## src/rtl/rotation_line_parser_pkg.sv

```systemverilog
// -----------------------------------------------------------------------------
// rotation_line_parser_pkg
// Shared definitions for the rotation line parser: ASCII byte constants, the
// parser state encoding and the default accumulator sizing.
// -----------------------------------------------------------------------------
package rotation_line_parser_pkg;

    localparam logic [7:0] CH_L  = 8'h4C;  // 'L' : negative rotation
    localparam logic [7:0] CH_R  = 8'h52;  // 'R' : positive rotation
    localparam logic [7:0] CH_LF = 8'h0A;  // line terminator
    localparam logic [7:0] CH_CR = 8'h0D;  // ignored everywhere
    localparam logic [7:0] CH_SP = 8'h20;  // ignored between lines
    localparam logic [7:0] CH_0  = 8'h30;
    localparam logic [7:0] CH_9  = 8'h39;

    localparam int DEFAULT_WIDTH_VALUE = 32;
    localparam int DEFAULT_MAX_DIGITS  = 9;

    typedef enum logic [1:0] {
        IDLE   = 2'd0,
        DIGITS = 2'd1,
        SKIP   = 2'd2
    } state_t;

    function automatic logic is_digit(input logic [7:0] b);
        return (b >= CH_0) && (b <= CH_9);
    endfunction

endpackage

```

## src/rtl/rotation_line_parser_decimal_accumulator.sv

```systemverilog
// -----------------------------------------------------------------------------
// decimal_accumulator
// Builds an unsigned decimal magnitude one ASCII digit at a time
// (acc = acc*10 + digit) and counts the digits taken.
//
// Ports:
//   clk, rst    system clock, synchronous active-high reset
//   clear       restart: acc and digit count go to zero
//   digit_en    fold 'digit' into the accumulator this cycle
//   digit       decimal digit value 0..9
//   acc         current magnitude, truncated to WIDTH_VALUE
//   ndig_zero   no digit accepted since the last clear
//   full        MAX_DIGITS digits accepted; another digit is an overflow
// -----------------------------------------------------------------------------
module decimal_accumulator
    import rotation_line_parser_pkg::*;
#(
    parameter int WIDTH_VALUE = DEFAULT_WIDTH_VALUE,
    parameter int MAX_DIGITS  = DEFAULT_MAX_DIGITS
) (
    input  logic                   clk,
    input  logic                   rst,
    input  logic                   clear,
    input  logic                   digit_en,
    input  logic [3:0]             digit,
    output logic [WIDTH_VALUE-1:0] acc,
    output logic                   ndig_zero,
    output logic                   full
);

    localparam int NDIG_W = $clog2(MAX_DIGITS + 1);

    logic [WIDTH_VALUE-1:0] acc_d, acc_q;
    logic [NDIG_W-1:0]      ndig_d, ndig_q;

    // NOTE: every signal assigned here gets a default first, so no path can
    // leave it unassigned and infer a latch.
    always_comb begin
        acc_d  = acc_q;
        ndig_d = ndig_q;
        if (clear) begin
            acc_d  = '0;
            ndig_d = '0;
        end else if (digit_en) begin
            // x10 as x8 + x2; wraps silently at WIDTH_VALUE bits.
            acc_d  = (acc_q << 3) + (acc_q << 1)
                   + {{(WIDTH_VALUE-4){1'b0}}, digit};
            ndig_d = ndig_q + NDIG_W'(1);
        end
    end

    // NOTE: state registers use non-blocking assignments so every flop samples
    // the pre-edge values of the others.
    always_ff @(posedge clk) begin
        if (rst) begin
            acc_q  <= '0;
            ndig_q <= '0;
        end else begin
            acc_q  <= acc_d;
            ndig_q <= ndig_d;
        end
    end

    assign acc       = acc_q;
    assign ndig_zero = (ndig_q == '0);
    assign full      = (ndig_q == NDIG_W'(MAX_DIGITS));

endmodule

```

## src/rtl/rotation_line_parser.sv

```systemverilog
// -----------------------------------------------------------------------------
// rotation_line_parser
// Parses UART lines such as "L68\n" / "R48\r\n" into a signed delta (L is
// negative) and presents it sign-extended on dout with a one-cycle valid
// pulse, one clock after the terminating '\n'. Counts good and bad lines.
//
// Ports:
//   clk, rst     system clock, synchronous active-high reset
//   rx_byte      received ASCII byte, qualified by rx_valid (no backpressure)
//   dout         last good delta, sign-extended; holds between emissions
//   dout_valid   one-cycle pulse per good line
//   lines_ok     good lines emitted, saturating
//   lines_err    malformed lines, saturating
//   busy         a line is partially received
// -----------------------------------------------------------------------------
module rotation_line_parser
    import rotation_line_parser_pkg::*;
#(
    parameter int WIDTH_DOUT  = 128,
    parameter int WIDTH_VALUE = DEFAULT_WIDTH_VALUE,
    parameter int MAX_DIGITS  = DEFAULT_MAX_DIGITS
) (
    input  logic                  clk,
    input  logic                  rst,
    input  logic [7:0]            rx_byte,
    input  logic                  rx_valid,
    output logic [WIDTH_DOUT-1:0] dout,
    output logic                  dout_valid,
    output logic [15:0]           lines_ok,
    output logic [15:0]           lines_err,
    output logic                  busy
);

    state_t                  state_d, state_q;
    logic                    neg_d, neg_q;
    logic [WIDTH_DOUT-1:0]   dout_d, dout_q;
    logic                    dout_valid_d, dout_valid_q;
    logic [15:0]             lines_ok_d, lines_ok_q;
    logic [15:0]             lines_err_d, lines_err_q;

    logic                    acc_clear, digit_en, ndig_zero, acc_full;
    logic [WIDTH_VALUE-1:0]  acc;
    logic [WIDTH_VALUE-1:0]  delta;
    logic                    emit, line_err;

    decimal_accumulator #(
        .WIDTH_VALUE (WIDTH_VALUE),
        .MAX_DIGITS  (MAX_DIGITS)
    ) u_acc (
        .clk       (clk),
        .rst       (rst),
        .clear     (acc_clear),
        .digit_en  (digit_en),
        .digit     (rx_byte[3:0]),  // low nibble of '0'..'9' is the value
        .acc       (acc),
        .ndig_zero (ndig_zero),
        .full      (acc_full)
    );

    // Negation in WIDTH_VALUE bits; -0 is 0, so "L0" emits plain zero.
    assign delta = neg_q ? (~acc + WIDTH_VALUE'(1)) : acc;

    // Next-state / control decode. Only bytes with rx_valid are examined;
    // CR is transparent in every state.
    always_comb begin
        state_d   = state_q;
        neg_d     = neg_q;
        acc_clear = 1'b0;
        digit_en  = 1'b0;
        emit      = 1'b0;
        line_err  = 1'b0;

        if (rx_valid && rx_byte != CH_CR) begin
            unique case (state_q)
                IDLE: begin
                    if (rx_byte == CH_L || rx_byte == CH_R) begin
                        neg_d     = (rx_byte == CH_L);
                        acc_clear = 1'b1;
                        state_d   = DIGITS;
                    end else if (rx_byte != CH_LF && rx_byte != CH_SP) begin
                        state_d = SKIP;
                    end
                end
                DIGITS: begin
                    if (is_digit(rx_byte)) begin
                        if (acc_full) state_d  = SKIP;
                        else          digit_en = 1'b1;
                    end else if (rx_byte == CH_LF) begin
                        emit     = !ndig_zero;
                        line_err = ndig_zero;
                        state_d  = IDLE;
                    end else begin
                        state_d = SKIP;
                    end
                end
                SKIP: begin
                    if (rx_byte == CH_LF) begin
                        line_err = 1'b1;
                        state_d  = IDLE;
                    end
                end
                default: state_d = IDLE;
            endcase
        end
    end

    // Emission and counters are registered, giving the 1-clock latency.
    always_comb begin
        dout_d       = dout_q;
        dout_valid_d = emit;
        lines_ok_d   = lines_ok_q;
        lines_err_d  = lines_err_q;
        if (emit) begin
            dout_d = {{(WIDTH_DOUT-WIDTH_VALUE){delta[WIDTH_VALUE-1]}}, delta};
            if (lines_ok_q != 16'hFFFF) lines_ok_d = lines_ok_q + 16'd1;
        end
        if (line_err && lines_err_q != 16'hFFFF) lines_err_d = lines_err_q + 16'd1;
    end

    // NOTE: reset is synchronous to match the rest of the UART clock domain;
    // a reset mid-line simply drops the partial line.
    always_ff @(posedge clk) begin
        if (rst) begin
            state_q      <= IDLE;
            neg_q        <= 1'b0;
            dout_q       <= '0;
            dout_valid_q <= 1'b0;
            lines_ok_q   <= '0;
            lines_err_q  <= '0;
        end else begin
            state_q      <= state_d;
            neg_q        <= neg_d;
            dout_q       <= dout_d;
            dout_valid_q <= dout_valid_d;
            lines_ok_q   <= lines_ok_d;
            lines_err_q  <= lines_err_d;
        end
    end

    assign dout       = dout_q;
    assign dout_valid = dout_valid_q;
    assign lines_ok   = lines_ok_q;
    assign lines_err  = lines_err_q;
    assign busy       = (state_q != IDLE);

endmodule
```

## config.mk

```make
export PLATFORM = sky130hd
export DESIGN_NAME = rotation_line_parser
export DESIGN_NICKNAME = d
export VERILOG_FILES = /design/src/rtl/rotation_line_parser_pkg.sv /design/src/rtl/rotation_line_parser_decimal_accumulator.sv /design/src/rtl/rotation_line_parser.sv
export SDC_FILE = /design/constraint.sdc
export NUM_CORES = 1
export LEC_CHECK = 0
export CAP_MARGIN = 30
export CORE_UTILIZATION = 56
export CTS_BUF_LIST = sky130_fd_sc_hd__clkbuf_4 sky130_fd_sc_hd__clkbuf_8 sky130_fd_sc_hd__clkbuf_16
export DETAILED_ROUTE_END_ITERATION = 8
export MAX_ROUTING_LAYER = met4
export PLACE_DENSITY = 0.87
export SLEW_MARGIN = 20
export SYNTH_ARGS = -nofsm -noshare
export SYNTH_HDL_FRONTEND = slang
export SYNTH_SLANG_ARGS = --single-unit
```

## constraint.sdc

```tcl
create_clock -name clk -period 6.5 [get_ports clk]
set_input_delay 0.975 -clock clk [delete_from_list [all_inputs] [get_ports clk]]
set_output_delay 0.975 -clock clk [all_outputs]
set_load 0.01 [all_outputs]
```

==> impl_metrics.csv, run 1 <==
group,metric,value,unit
outcome,status,"completed",
clock_network,clk_pin_slew,80,ps
place,placed_area,8740,sq um
synthesis,synthAdderAreaFrac,11.5,%
detailed_routing,wirelength,19000,microns
global_route,grt_pass1_wl,30700,microns
detailed_routing,wl_per_cell,16.0,microns
clock_network,postCtsSetupBuffers,0,
place,gp_congestion,1.01,
synthesis,netlist_area,7610,sq um
global_route,grt_max_degree,71,
worst_setup_path,crit_buf_inv,3,
worst_setup_path,critical-path-top-delay-family,"compound AO/OA/AOI/OAI gates",
final_layout,final_util,68.5,%
synthesis,synth-xor-area-share,8.63,%
worst_setup_path,path_class,"in2reg",
clock_network,cts-hold-fix-buffers,0,
synthesis,synthArstFlopShare,0,%
global_route,grt_remaining_overflow,0,
sta,max_slew.worst_pin.slew,981,ps
synthesis,synth_top_family_by_area,"simple AND/OR/NAND/NOR gates",
synthesis,synthMuxAreaShare,0.921,%
sta,hold_viol_final,0,
clock_network,cts_buffer_depth,2,
clock_network,cts_tree,"built",
clock_network,clock-sinks,104,
synthesis,synth_compound_area_share,17.1,%
synthesis,synth-edff-count,0,
worst_setup_path,path_common_cell,"inv_1",
die,coreArea,13200,sq um
global_route,track_usage,27.5,%
place,preCtsSetupSlack,1760,ps
sta,setup_viol,0,
place,dp_hpwl,14000,microns
worst_setup_path,crit_chain,"clkdlybuf4s50_1 -> inv_1 -> fa_1 -> inv_1 -> ha_1 -> a211oi_1 -> o21bai_1 -> o21ai_0 -> o41ai_1 -> a21boi_0 -> or4_1 -> nand3_1",
min_path,min_path_type,"reg2reg",
power_and_ir_drop,p_leak,3.51,nW
final_layout,fin_nets,1087,
die,die_w,119,microns
power_and_ir_drop,irDropWorstVdd,128,uV
job,max_cap_violations,0,
power_and_ir_drop,power_density,140,nW/um^2
sta,fin_ws,1980,ps
global_route,grt_pass1_vias,6107,
die,start_util,57.4,%
clock_network,cts_buffers,9,
sta,tns,0,ps
worst_setup_path,cp_max_fo,7,
global_route,antenna_found_initial,0,
worst_setup_path,required,6810,ps
final_layout,stdcell_area,9070,sq um
worst_setup_path,crit_cells,12,
detailed_routing,antenna_left,0,
worst_setup_path,max_stage_delay,820,ps
synthesis,synth_cell_types,57,
synthesis,yosysWarningCount,0,
min_path,whs_path_depth,2,
final_layout,area_delta_synth_final,19.2,%
clock_network,cts_root_buffer,"clkbuf_16",
synthesis,yosys.area_share.simple,22.0,%
synthesis,synthFlopType,"dfxtp_1",
final_layout,layout-drive-gt1-share,4.05,%
detailed_routing,firstDrtPassIters,5,
worst_setup_path,slowest_stage,"o41ai_1",
worst_setup_path,worstSetupEndpointType,"flop",
detailed_routing,vias,7070,
sta,rsz0062_at_grt,"no",
sta,max_freq,0.221,GHz
worst_setup_path,r2r_cells,11,
synthesis,ys_seq_area_share,27.4,%
worst_setup_path,crit_path_start_kind,"input port",
synthesis,ys_seq_elements,104,
die,row_count,42,
detailed_routing,drt_iter0_drc,662,
die,die_area,14100,sq um
die,io_pins,173,
place,io_buffers,172,
sta,fin_crit,4520,ps
clock_network,htree_levels,3,
die,fp.dieH,119,microns
sta,skew,11.0,ps
sta,drv_slew,0,
synthesis,syn_nets,1032,
synthesis,netlist_instances,952,
sta,period_share,69.5,%
clock_network,cts_resized,0,
detailed_routing,drc,0,
detailed_routing,vias_per_cell,5.95,
final_layout,diodes,0,
clock_network,insertion_delay,360,ps
sta,slew_headroom,33.8,%
worst_setup_path,crit_arrival,4820,ps
synthesis,syn_avg_cell_area,7.99,sq um
synth_stat cells, drive strengths merged, types with 5 or more instances:
master | instances | area share (%)
nor2 | 111 | 5.5
buf | 106 | 10
dfxtp | 104 | 27
nand2 | 85 | 4.2
ha | 67 | 11
xor2 | 61 | 7.0
a21oi | 56 | 3.7
a211oi | 41 | 4.0
nand3 | 37 | 2.4
o21ai | 35 | 2.3
nand4 | 31 | 2.5
clkbuf | 29 | 1.4
inv | 22 | 1.1
nor3 | 17 | 1.1
or4 | 14 | 1.5
xnor2 | 14 | 1.6
o31ai | 11 | 1.2
or3 | 11 | 1.0
and3 | 9 | 0.74
nor4 | 9 | 0.74
o41ai | 8 | 1.2
mux2i | 7 | 0.92
nand2b | 6 | 0.49
a21o | 5 | 0.49
o211ai | 5 | 0.49
o21a | 5 | 0.49
o21bai | 5 | 0.49
final cells by class:
class | count | area [sq um]
clock buffer | 10 | 239
clock inverter | 6 | 83.8
timing repair buffer | 179 | 1780
inverter | 22 | 82.6
multi-input combinational | 691 | 4580
sequential | 104 | 2080
fill | 1037 | 4180
tap | 176 | 220
worst register-to-register path, delay by kind of cell (launching register included):
kind	cells	cell delay, ps
adders and majority gates	2	850
DFF	1	520
buffers and inverters	2	170
and+or+nand+nor	2	520
AOI/OAI and AO/OA	5	1660
per-layer routing:
layer / routed length [microns] / track usage, % / up-vias
met2: 8620 / 43.1 / 311
met1: 8590 / 35.9 / 3289
met4: 474 / 9.73 / 0
met3: 1340 / 4.34 / 40
li1: - / - / 3430
met5: 0 / - / -
report_power, final:
part	total, mW	internal [mW]	switching (mW)
combinational	0.0397	0.0135	0.0262
clock	0.591	0.319	0.272
sequential	0.638	0.637	0.000587
total	1.27	0.970	0.299
cells by family (layout without fill, tap and decap cells):
kind of cell / Yosys count / in the layout
and+or+nand+nor: 346 / 346
buffers and inverters: 157 / 217
xor gates and xnor gates: 75 / 75
muxes: 7 / 7
adders and majority gates: 69 / 69
AOI/OAI and AO/OA: 194 / 194
DFF: 104 / 104
per-stage QoR:
stage                     hold WS (ps)  cells  total power [mW]
after floorplan                    454    952             0.674
after global placement             462   1171             0.690
after detailed placement           472   1172             0.690
after CTS                          490   1188              1.27
after global routing               519   1188              1.30
final                              487   1188              1.27
cell usage in the layout (no fill, tap or decap), types with 3 or more instances in the layout:
cell type        netlist  routed
or4_1                 12      12
inv_1                 22      22
a21boi_0               3       3
o31ai_1                9       9
ha_1                  67      67
mux2i_1                7       7
a21oi_1               56      56
dfxtp_1              104     103
nor4_1                 9       9
clkdlybuf4s50_1        0     171
buf_4                 96       6
clkbuf_16              0       9
or2_2                  3       3
or3_1                  9       9
and3_1                 9       8
o41ai_1                7       7
a41oi_1                3       3
nand4_1               31      31
o21ai_0               34      34
nand2_1               85      85
nand3_1               37      37
xnor2_1               14      14
nand2b_1               6       6
a211oi_1              41      41
nor2_1               111     110
o21bai_1               5       4
nor3_1                17      17
xor2_1                61      61
a21o_1                 5       5
o211ai_1               5       5
o21a_1                 5       5
flip-flops by register name, summed over array words and instances (netlist names):
name          count
dout             32
dout_valid        1
lines_err        16
lines_ok         16
neg_q             1
state_q           2
u_acc.acc        32
u_acc.ndig_q      4
worst paths after layout:
path	startpoint	to	slack, ps
max	rx_byte[3]	u_acc.acc[21]$_SDFFE_PP0P_	1980
min	state_q[0]$_SDFFE_PP0P_	state_q[0]$_SDFFE_PP0P_	490
max reg2reg	u_acc.acc[2]$_SDFFE_PP0P_	u_acc.acc[21]$_SDFFE_PP0P_	2730
min reg2reg	state_q[0]$_SDFFE_PP0P_	state_q[0]$_SDFFE_PP0P_	490
(Power assumes the default switching activity.)
==> run 2, diff against run 1 <==
CORE_UTILIZATION = 47   (was 56)
PLACE_DENSITY = 0.78   (was 0.87)
clock period = 3.9 ns   (was 6.5 ns; I/O delays follow)
==> run 2 against run 1 <==
Net effect: cell area increased by 1.6%; non-clock buffer count increased by 14; first-iteration DRC count decreased by 18%; clock power increased by 59%; flip-flop and latch count unchanged; sequential power increased by 66%; total power increased by 63%; core utilization decreased by 10 points; register-to-register slack got worse by 2100 ps; clock skew decreased by 1.7 ps; clock-buffer cell count decreased by 1; critical path depth increased by 1.
==> impl_metrics.csv, run 2 (same netlist as run 1, synthesis figures left out) <==
group,metric,value,unit
worst_setup_path,cp_max_fo,4,
global_route,grt_pass1_vias,5973,
final_layout,fin_nets,1101,
detailed_routing,firstDrtPassIters,5,
clock_network,cts_resized,0,
sta,rsz0062_at_grt,"no",
worst_setup_path,worstSetupEndpointType,"flop",
clock_network,cts_tree,"built",
job,max_cap_violations,0,
final_layout,diodes,0,
worst_setup_path,r2r_start,"u_acc.acc[2]$_SDFFE_PP0P_",
worst_setup_path,crit_path_start_kind,"input port",
worst_setup_path,path_class,"in2reg",
worst_setup_path,slowest_stage,"fa_1",
sta,fin_ws,398,ps
worst_setup_path,required,4140,ps
min_path,worstHoldEndpoint,"state_q[0]$_SDFFE_PP0P_",
min_path,min_path_type,"reg2reg",
worst_setup_path,crit_buf_inv,4,
detailed_routing,wl_per_cell,15.2,microns
clock_network,postCtsSetupBuffers,0,
place,io_buffers,172,
sta,drv_slew,0,
final_layout,final_cell_mix,"171 x clkdlybuf4s50_1, 110 x nor2_1, 103 x dfxtp_1",
die,start_util,48.1,%
sta,hold_viol_final,0,
place,placed_area,8910,sq um
outcome,status,"completed",
final_layout,stdcell_area,9210,sq um
detailed_routing,wirelength,18900,microns
global_route,grt_remaining_overflow,0,
final_layout,stdcell_count,1241,
clock_network,cts_buffers,9,
detailed_routing,vias_per_cell,5.59,
die,fp.dieH,129,microns
sta,fin_crit,3500,ps
clock_network,cts_root_buffer,"clkbuf_16",
place,gp_congestion,0.931,
global_route,grt_pass1_wl,29400,microns
place,preCtsSetupSlack,43.8,ps
sta,period_share,89.8,%
min_path,whs_path_depth,2,
sta,tns,0,ps
sta,slew_headroom,42.4,%
detailed_routing,antenna_left,0,
place,dp_cells,1226,
final_layout,area_delta_synth_final,21.1,%
sta,skew,9.28,ps
worst_setup_path,reg2reg_slack,610,ps
clock_network,clk_pin_slew,70,ps
detailed_routing,drc,0,
sta,max_slew.worst_pin.slew,864,ps
min_path,hp-start,"state_q[0]$_SDFFE_PP0P_",
clock_network,insertion_delay,360,ps
global_route,track_usage,22.7,%
global_route,antenna_found_initial,0,
worst_setup_path,max_stage_delay,600,ps
detailed_routing,vias,6942,
worst_setup_path,crit_arrival,3740,ps
die,die_w,129,microns
power_and_ir_drop,power_density,225,nW/um^2
clock_network,cts-hold-fix-buffers,0,
die,coreArea,15800,sq um
clock_network,htree_levels,3,
final_layout,layout-drive-gt1-share,5.27,%
die,die_area,16700,sq um
clock_network,cts_buffer_depth,2,
place,dp_hpwl,14500,microns
clock_network,clock-sinks,104,
detailed_routing,drt_iter0_drc,546,
die,io_pins,173,
sta,setup_viol,0,
worst_setup_path,rr_endpoint,"u_acc.acc[31]$_SDFFE_PP0P_",
power_and_ir_drop,p_leak,3.57,nW
power_and_ir_drop,irDropWorstVdd,197,uV
worst_setup_path,r2r_cells,12,
worst_setup_path,critical-path-top-delay-family,"compound AO/OA/AOI/OAI gates",
worst_setup_path,path_common_cell,"inv_1",
sta,max_freq,0.286,GHz
global_route,grt_max_degree,69,
worst_setup_path,crit_chain,"clkdlybuf4s50_1 -> inv_1 -> fa_1 -> inv_1 -> ha_1 -> a211oi_1 -> o21bai_1 -> o2111ai_1 -> a2111oi_0 -> buf_4 -> o41ai_1 -> xnor2_1 -> o21ai_0",
final_layout,layout_commonest_cell,"clkdlybuf4s50_1",
die,row_count,46,
[run 2: cell types whose count changed in the layout (fill, tap and decap cells not counted), sizes merged]
| cell | delta |
|---|---|
| buf | +14 |
| clkbuf | -1 |
| clkinv | -2 |
| inv | +1 |
| clkinvlp | +1 |
[run 2: worst max path at each step]
stage / to / start / depth (start not counted)
finish: u_acc.acc[31]$_SDFFE_PP0P_ / rx_byte[3] / 13
CTS: u_acc.acc[31]$_SDFFE_PP0P_ / rx_byte[3] / 13
detailed placement: u_acc.acc[31]$_SDFFE_PP0P_ / rx_byte[3] / 13
global route: u_acc.acc[31]$_SDFFE_PP0P_ / rx_byte[3] / 13
floorplan: u_acc.acc[20]$_SDFFE_PP0P_ / rx_byte[3] / 10
global placement: u_acc.acc[31]$_SDFFE_PP0P_ / rx_byte[3] / 13
[run 2: final cells by class]
class	instances	area [sq um]
Clock buffer	9	225
Clock inverter	6	72.6
Fill cell	1408	6620
Inverter	22	82.6
Multi-Input combinational cell	691	4580
Sequential cell	104	2080
Tap cell	216	270
Timing Repair Buffer	193	1890
[run 2: layer usage]
| layer | vias to the layer above | track usage (%) | wire [microns] |
|---|---|---|---|
| met5 | - | - | 0 |
| met4 | 0 | 7.96 | 401 |
| met3 | 33 | 3.67 | 1180 |
| met2 | 237 | 35.7 | 8630 |
| met1 | 3211 | 29.3 | 8650 |
| li1 | 3461 | - | - |
[run 2: stage by stage]
stage	hold WS [ps]	power, mW	util (%)
final	482	2.07	58.2
after global routing	531	2.13	58.2
after CTS	485	2.09	58.2
after detailed placement	475	1.15	56.3
after global placement	466	1.15	56.2
after floorplan	454	1.12	-
[run 2: worst register-to-register path, cell delays in order (launching register included)]
cell and delay (ps):
dfxtp_1 500, inv_1 90, fa_1 550, inv_1 60, ha_1 300, a211oi_1 310, o21bai_1 180, o2111ai_1 250
a2111oi_0 140, buf_4 170, o41ai_1 380, xnor2_1 160, o21ai_0 80
[run 2: power breakdown]
| group | internal [mW] | total (mW) | switching [mW] |
|---|---|---|---|
| Combinational | 0.0251 | 0.0685 | 0.0435 |
| Clock | 0.504 | 0.940 | 0.436 |
| Sequential | 1.06 | 1.06 | 0.000793 |
| Total | 1.59 | 2.07 | 0.480 |
==> run 3, diff against run 2 <==
CTS_BUF_LIST = default   (was sky130_fd_sc_hd__clkbuf_4 sky130_fd_sc_hd__clkbuf_8 sky130_fd_sc_hd__clkbuf_16)
==> results of run 3 <==
Final layout, timing and power as in run 2 (identical DEF).
